`src/rtl/data_assembler_pkg.sv`:
```
// Shared types and elaboration helpers for the receive-side beat assembler.
// Word fill state is decoded from the beat counter and is not stored separately.
package data_assembler_pkg;

  typedef enum logic {
    IDLE = 1'b0,
    FILL = 1'b1
  } fill_state_t;

  // Counter width able to hold max_val; never narrower than one bit.
  function automatic int unsigned width_of(input int unsigned max_val);
    return (max_val < 2) ? 1 : $clog2(max_val + 1);
  endfunction

endpackage

```
`src/rtl/data_assembler.sv`:
```
// Reassembles USBDW-wide beats (most-significant beat first) into OW-wide words,
// with sync-based resynchronisation, inter-beat gap timeout and a saturating drop count.
module data_assembler
  import data_assembler_pkg::*;
#(
  parameter int unsigned OW          = 16,
  parameter int unsigned USBDW       = 8,
  parameter int unsigned GAP_TIMEOUT = 255,
  parameter int unsigned DROPW       = 8
) (
  input  logic             clk_i,
  input  logic             rst_i,
  input  logic             valid_i,
  input  logic [USBDW-1:0] data_i,
  input  logic             sync_i,
  output logic [OW-1:0]    data_o,
  output logic             valid_o,
  output logic             drop_o,
  output logic [DROPW-1:0] drop_cnt_o
);

  localparam int unsigned NBEAT = OW / USBDW;
  localparam int unsigned SW    = (NBEAT - 1) * USBDW;
  localparam int unsigned BW    = width_of(NBEAT - 1);
  localparam int unsigned GW    = width_of(GAP_TIMEOUT);

  localparam logic [BW-1:0] LAST_BEAT = BW'(NBEAT - 1);
  localparam logic [GW-1:0] GAP_LAST  = GW'((GAP_TIMEOUT > 0) ? (GAP_TIMEOUT - 1) : 0);

  generate
    if (OW % USBDW != 0) begin : g_bad_ratio
      $error("data_assembler: OW (%0d) must be a multiple of USBDW (%0d)", OW, USBDW);
    end
    if (OW / USBDW < 2) begin : g_bad_nbeat
      $error("data_assembler: OW/USBDW must be at least 2");
    end
  endgenerate

  function automatic logic [DROPW-1:0] sat_inc(input logic [DROPW-1:0] val);
    if (&val) return val;
    return val + 1'b1;
  endfunction

  logic [BW-1:0]    beat_cnt, beat_nxt;
  logic [SW-1:0]    shift_reg, shift_nxt, shift_in;
  logic [GW-1:0]    gap_cnt, gap_nxt;
  logic [OW-1:0]    word_p1, word_nxt;
  logic             vld_p1, vld_nxt;
  logic             drop_p1, drop_nxt;
  logic [DROPW-1:0] drop_cnt_p1;
  fill_state_t      state;

  assign state = (beat_cnt == '0) ? IDLE : FILL;

  // With two beats per word the shift register holds exactly one beat.
  generate
    if (NBEAT == 2) begin : g_shift_one
      assign shift_in = data_i;
    end else begin : g_shift_many
      assign shift_in = {shift_reg[SW-USBDW-1:0], data_i};
    end
  endgenerate

  always_comb begin
    beat_nxt  = beat_cnt;
    shift_nxt = shift_reg;
    gap_nxt   = gap_cnt;
    word_nxt  = word_p1;
    vld_nxt   = 1'b0;
    drop_nxt  = 1'b0;

    if (sync_i) begin
      // Resync: any partial word is abandoned and a concurrent beat becomes beat 0.
      drop_nxt = (state == FILL);
      gap_nxt  = '0;
      if (valid_i) begin
        shift_nxt = shift_in;
        beat_nxt  = BW'(1);
      end else begin
        beat_nxt  = '0;
      end
    end else if (valid_i) begin
      gap_nxt = '0;
      if (beat_cnt == LAST_BEAT) begin
        word_nxt = {shift_reg, data_i};
        vld_nxt  = 1'b1;
        beat_nxt = '0;
      end else begin
        shift_nxt = shift_in;
        beat_nxt  = beat_cnt + 1'b1;
      end
    end else if ((state == FILL) && (GAP_TIMEOUT > 0)) begin
      if (gap_cnt == GAP_LAST) begin
        beat_nxt = '0;
        gap_nxt  = '0;
        drop_nxt = 1'b1;
      end else begin
        gap_nxt  = gap_cnt + 1'b1;
      end
    end
  end

  // ---- stage p1: registered word, strobes and counters ----
  always_ff @(posedge clk_i or posedge rst_i) begin
    if (rst_i) begin
      beat_cnt    <= '0;
      shift_reg   <= '0;
      gap_cnt     <= '0;
      word_p1     <= '0;
      vld_p1      <= 1'b0;
      drop_p1     <= 1'b0;
      drop_cnt_p1 <= '0;
    end else begin
      beat_cnt  <= beat_nxt;
      shift_reg <= shift_nxt;
      gap_cnt   <= gap_nxt;
      word_p1   <= word_nxt;
      vld_p1    <= vld_nxt;
      drop_p1   <= drop_nxt;
      if (drop_nxt) drop_cnt_p1 <= sat_inc(drop_cnt_p1);
    end
  end

  assign data_o     = word_p1;
  assign valid_o    = vld_p1;
  assign drop_o     = drop_p1;
  assign drop_cnt_o = drop_cnt_p1;

endmodule

```
`config.mk`:
```
export PLATFORM = sky130hd
export DESIGN_NAME = data_assembler
export DESIGN_NICKNAME = d
export VERILOG_FILES = /design/src/rtl/data_assembler_pkg.sv /design/src/rtl/data_assembler.sv
export SDC_FILE = /design/constraint.sdc
export NUM_CORES = 1
export LEC_CHECK = 0
export ABC_AREA = 1
export BUFFER_PORTS_ARGS = -buffer_cell sky130_fd_sc_hd__buf_2
export CORE_UTILIZATION = 45
export CTS_BUF_LIST = sky130_fd_sc_hd__clkbuf_4 sky130_fd_sc_hd__clkbuf_8
export CTS_CLUSTER_SIZE = 16
export DETAILED_ROUTE_END_ITERATION = 7
export PLACE_DENSITY = 0.67
export RECOVER_POWER = 50
export SKIP_CTS_REPAIR_TIMING = 1
export SLEW_MARGIN = 25
export SYNTH_ARGS = -nofsm -noshare
export SYNTH_HDL_FRONTEND = slang
export SYNTH_SLANG_ARGS = --single-unit
```
`constraint.sdc`:
```
create_clock -name clk_i -period 2.1 [get_ports clk_i]
set_clock_uncertainty 0.15 [all_clocks]
set_input_delay 0.63 -clock clk_i [delete_from_list [all_inputs] [get_ports clk_i]]
set_output_delay 0.63 -clock clk_i [all_outputs]
set_load 0.02 [all_outputs]
```
# Word level (Yosys, flattened, before mapping)

Cells that the tools add are included.

Register bits: 43
Input bits: 12
Output and inout port bits: 26
Word-level logic and storage cells: 43

Add/subtract/negate cells: 3
Equal/unequal tests: 3
Mux-type cells: 24
Bitwise logic cells: 1
Reductions and logical operators: 5

Operator list:

| kind                  | count |
|---|---|
| $mux W8               | 9 |
| $add A8 B1 Y8 const B | 2 |
| $mux W1               | 15 |
| $eq A8 B8 Y1 const B  | 1 |
| $reduce_and A8 Y1     | 1 |
| $ne A2 B2 Y1 const B  | 2 |
| $reduce_and A2 Y1     | 2 |
| $reduce_and A3 Y1     | 1 |
| $reduce_bool A3 Y1    | 1 |
| $add A1 B1 Y1 const B | 1 |
| $not A1 Y1            | 1 |

# Longest topological paths before layout

Word-level depth: 8
Gate-level depth with buffers: 9
Gate-level depth less buffers: 9

# Worst setup path before layout

OpenSTA, ideal clock, no wires.

Kind: reg-to-reg
Start: register drop_cnt_p1[0] (netlist: drop_cnt_o[0])
End: register drop_cnt_p1[6] (netlist: drop_cnt_o[6])
Setup time: 65 ps
Data arrival time: 1362 ps
Data required time: 1885 ps
Setup slack: 522 ps
Cell stages (with the launch flop): 8
Path buffers: 0
Clock period less this slack: 1578 ps
Cells stage by stage: dfrtp_1 ha_1 nand2_1 nor2_2 nand3_4 nand3_4 nand2_1 nand2_1

Word-level cells in the longest chain between the ends: 5
Elaborated cells on any way between the ends: 7
Those cells by class: add/sub: 1; eq/ne: 1; mux: 3; reduce/logical: 2

Ends and longest elaborated chain:

| item                        | line                  | RTL |
|---|---|---|
| from (decl)                 | data_assembler.sv:50  | `logic [DROPW-1:0] drop_cnt_p1;` |
| from (signal assigned)      | data_assembler.sv:120 | `if (drop_nxt) drop_cnt_p1 <= sat_inc(drop_cnt_p1);` |
| $reduce_and A8 Y1           | data_assembler.sv:40  | `if (&val) return val;` |
| $mux W1                     | data_assembler.sv:40  |  |
| $mux W1                     | data_assembler.sv:120 |  |
| $ne A2 B2 Y1 (no line)      | -                     |  |
| $reduce_and A2 Y1 (no line) | -                     |  |

Parallel ways exist; a longest one is shown, timed or not. The select of a mux whose other input is x is not followed.
A chain may end at the register's enable or synchronous reset.

# Final worst setup path

Start: register drop_cnt_p1[6] (netlist: drop_cnt_o[6])
End: output port drop_cnt_o[6]

RTL lines:

| item      | line                 | RTL |
|---|---|---|
| to (decl) | data_assembler.sv:19 | `output logic [DROPW-1:0] drop_cnt_o` |

No word-level cell between the ends.

==> flow_metrics.py <==
metrics = {
    "route": {
        "drtIter0Drc": 166,
        "dr.pass1.iters": 4,
        "wl_per_cell_um": 12.2,
        "ant_nets": 0,
        "drc": 0,
        "routed_wl_um": 3910,
        "vias_per_cell": 4.83,
        "vias": 1550,
    },
    "synthesis": {
        "ys_types": 27,
        "yosys.area.top_type": "dfrtp_1",
        "syn_area_mm2": 0.00201,
        "yosys_warnings": 0,
        "syn_nets": 243,
        "synth_seq_cells": 43,
        "ys_seq_area_share_pct": 53.4,
        "yosys-top-cells-area": "dfrtp_1 53%, nand2_1 16%, o21ai_0 4.2%",
        "syn_area_per_cell_um2": 8.84,
        "synthCells": 228,
        "yosysTopAreaCellShare_pct": 53.4,
    },
    "timing": {
        "finalSetupViolCount": 0,
        "rsz0062_at_grt": "false",
        "fmax_mhz": 571,
        "finalCriticalPeriod_ns": 1.75,
        "max_slew_margin_pct": 29.0,
        "setup_tns_ns": 0,
        "slew_violations": 0,
        "post-route-period-util_pct": 83.3,
        "hold_viol_final": 0,
        "worstMarginPinSlew_ns": 1.07,
    },
    "worst_setup_path": {
        "r2r_slack_ns": 0.36,
        "cpMaxStageDelayCell": "dfrtp_1",
        "crit_start": "drop_cnt_o[6]",
        "slowest_delay_ns": 0.47,
        "crit_end": "drop_cnt_o[6]",
        "startpoint_type": "flop",
        "path_cells": "buf_2",
        "critPathCaptureType": "primary output",
        "path_class": "reg -> out",
        "path_max_fanout": 6,
        "reg2regPathDepth": 9,
        "critical_path_arrival_ns": 0.97,
        "r2r-end": "drop_cnt_o[6]",
        "cp_top_family": "flip-flops",
        "worst-path-buf-inv": 1,
        "r2r-start": "gap_cnt[0]",
        "crit_cells": 1,
        "cp.required_ns": 1.32,
    },
    "final_layout": {
        "final_common_cell": "nand2_1",
        "n_antenna_cell": 0,
        "fin_nets": 285,
        "largest_reg_flops": 16,
        "mostFrequentLayoutCells": "87 x nand2_1, 43 x dfrtp_1, 37 x buf_2",
        "drive_above_1_share_pct": 23.2,
        "fin_cells": 321,
        "area_delta_synth_final_pct": 14.3,
    },
    "pwr": {
        "power_leakage_nw": 1.24,
        "max-vdd-ir-drop_v": 0.000447,
        "powerDensity_mw_per_mm2": 912,
    },
    "global_route": {
        "grt_max_degree": 44,
        "grt_pass1_vias": 1429,
        "grt_pass1_wl_um": 6490,
        "grt_antenna_before_repair": 0,
        "grt_overflow": 0,
        "grtUsageTotal_pct": 18.7,
    },
    "cts": {
        "cts_inserted_buffers": 5,
        "clk_latency_ns": 0.29,
        "cts_buffer_depth": 2,
        "path_clk_slew_ns": 0.08,
        "clock_sinks": 43,
        "htreeDepth": 2,
        "root_buffer": "clkbuf_8",
        "tritoncts": "done",
    },
    "floorplanning": {
        "fp.dieArea_mm2": 0.00475,
        "initial_core_util_pct": 48.6,
        "dieHeight_um": 68.9,
        "rows": 23,
        "die_x_um": 68.9,
        "core_area_mm2": 0.00414,
        "ios": 38,
    },
    "min_path": {
        "hold_class": "reg -> reg",
    },
    "place": {
        "place_inst": 313,
        "gp_congestion": 0.876,
        "io_buffers": 37,
        "dp_hpwl_um": 2690,
    },
    "outcome": {
        "outcome": "finished, final reports clean",
    },
    "flow_run": {
        "drv_cap": 0,
    },
}
==> cell families after synthesis <==
logic type,share of synthesized area [%]
flip-flops,53.4
buffers and inverters,6.58
adder cells (fa/ha/maj),1.86
AND/OR/NAND/NOR,27.3
XOR/XNOR,1.74
AO/OA/AOI/OAI,9.13
==> Yosys cell counts <==
cell type,number
ha_1,3
buf_4,1
nand3_2,1
inv_1,22
nand2_2,3
nand3b_1,1
nor3_1,1
xnor2_1,2
nand4_1,8
inv_2,4
o21ai_0,17
dfrtp_1,43
nor2_1,5
buf_6,2
nor3_2,1
o22ai_1,1
nand3_4,2
nor2_4,2
o31ai_1,1
buf_2,1
xor2_1,2
nor2_2,1
nand3_1,7
nand2_1,85
nand2_4,1
o21ai_2,8
a21oi_1,3
==> per-layer routing <==
| metal | share of wire (%) | track usage [%] |
|---|---|---|
| met5 | 0 | 0 |
| met1 | 50 | 25.6 |
| met3 | 2.7 | 3.45 |
| met2 | 46 | 28.4 |
| met4 | 2.0 | 9.18 |
==> worst register-to-register path: stages (launching register included) <==
cell	delay [ns]
dfrtp_1	0.42
inv_1	0.07
ha_1	0.17
nand2_1	0.06
nor2_1	0.13
nand3_1	0.17
nand2_4	0.16
nand3_4	0.13
nand2_1	0.10
nand2_1	0.06
==> report_power, final <==
group | leakage [nW] | switching, W | total [W] | internal (W)
Combinational | 0.635 | 0.000320 | 0.000497 | 0.000177
Sequential | 0.556 | 0.000112 | 0.00107 | 0.000957
Clock | 0.0446 | 0.000288 | 0.000534 | 0.000246
==> area by class of cell <==
type | count | area [um2]
inverter | 26 | 97.6
clock buffer | 6 | 76.3
multi-input combinational | 155 | 779
clock inverter | 2 | 12.5
fill | 411 | 1840
sequential | 43 | 1080
tap | 50 | 62.6
timing repair buffer | 39 | 198
==> worst min path at each step <==
| stage | start | to | cells after the start |
|---|---|---|---|
| 2_1_floorplan | shift_reg[2] | data_o[10] | 2 |
| 3_3_place_gp | shift_reg[4] | data_o[12] | 2 |
| 3_5_place_dp | data_o[11] | data_o[11] | 2 |
| 4_1_cts | rst_i | drop_cnt_o[3] | 3 |
| 5_1_grt | data_o[9] | data_o[9] | 2 |
| 6_report | data_o[11] | data_o[11] | 2 |
==> metrics by stage <==
stage	hold slack (ns)	area [um2]	setup slack [ns]	util, %	power [W]
4_1_cts	0.239	2340	0.335	56.6	0.00213
3_3_place_gp	0.308	2250	0.350	54.4	0.00158
6_report	0.327	2300	0.350	55.6	0.00210
3_5_place_dp	0.307	2250	0.321	54.4	0.00160
5_1_grt	0.344	2300	0.196	55.6	0.00223
2_1_floorplan	0.299	2010	0.317	-	0.00142
Power figures use the tool's default switching activity.
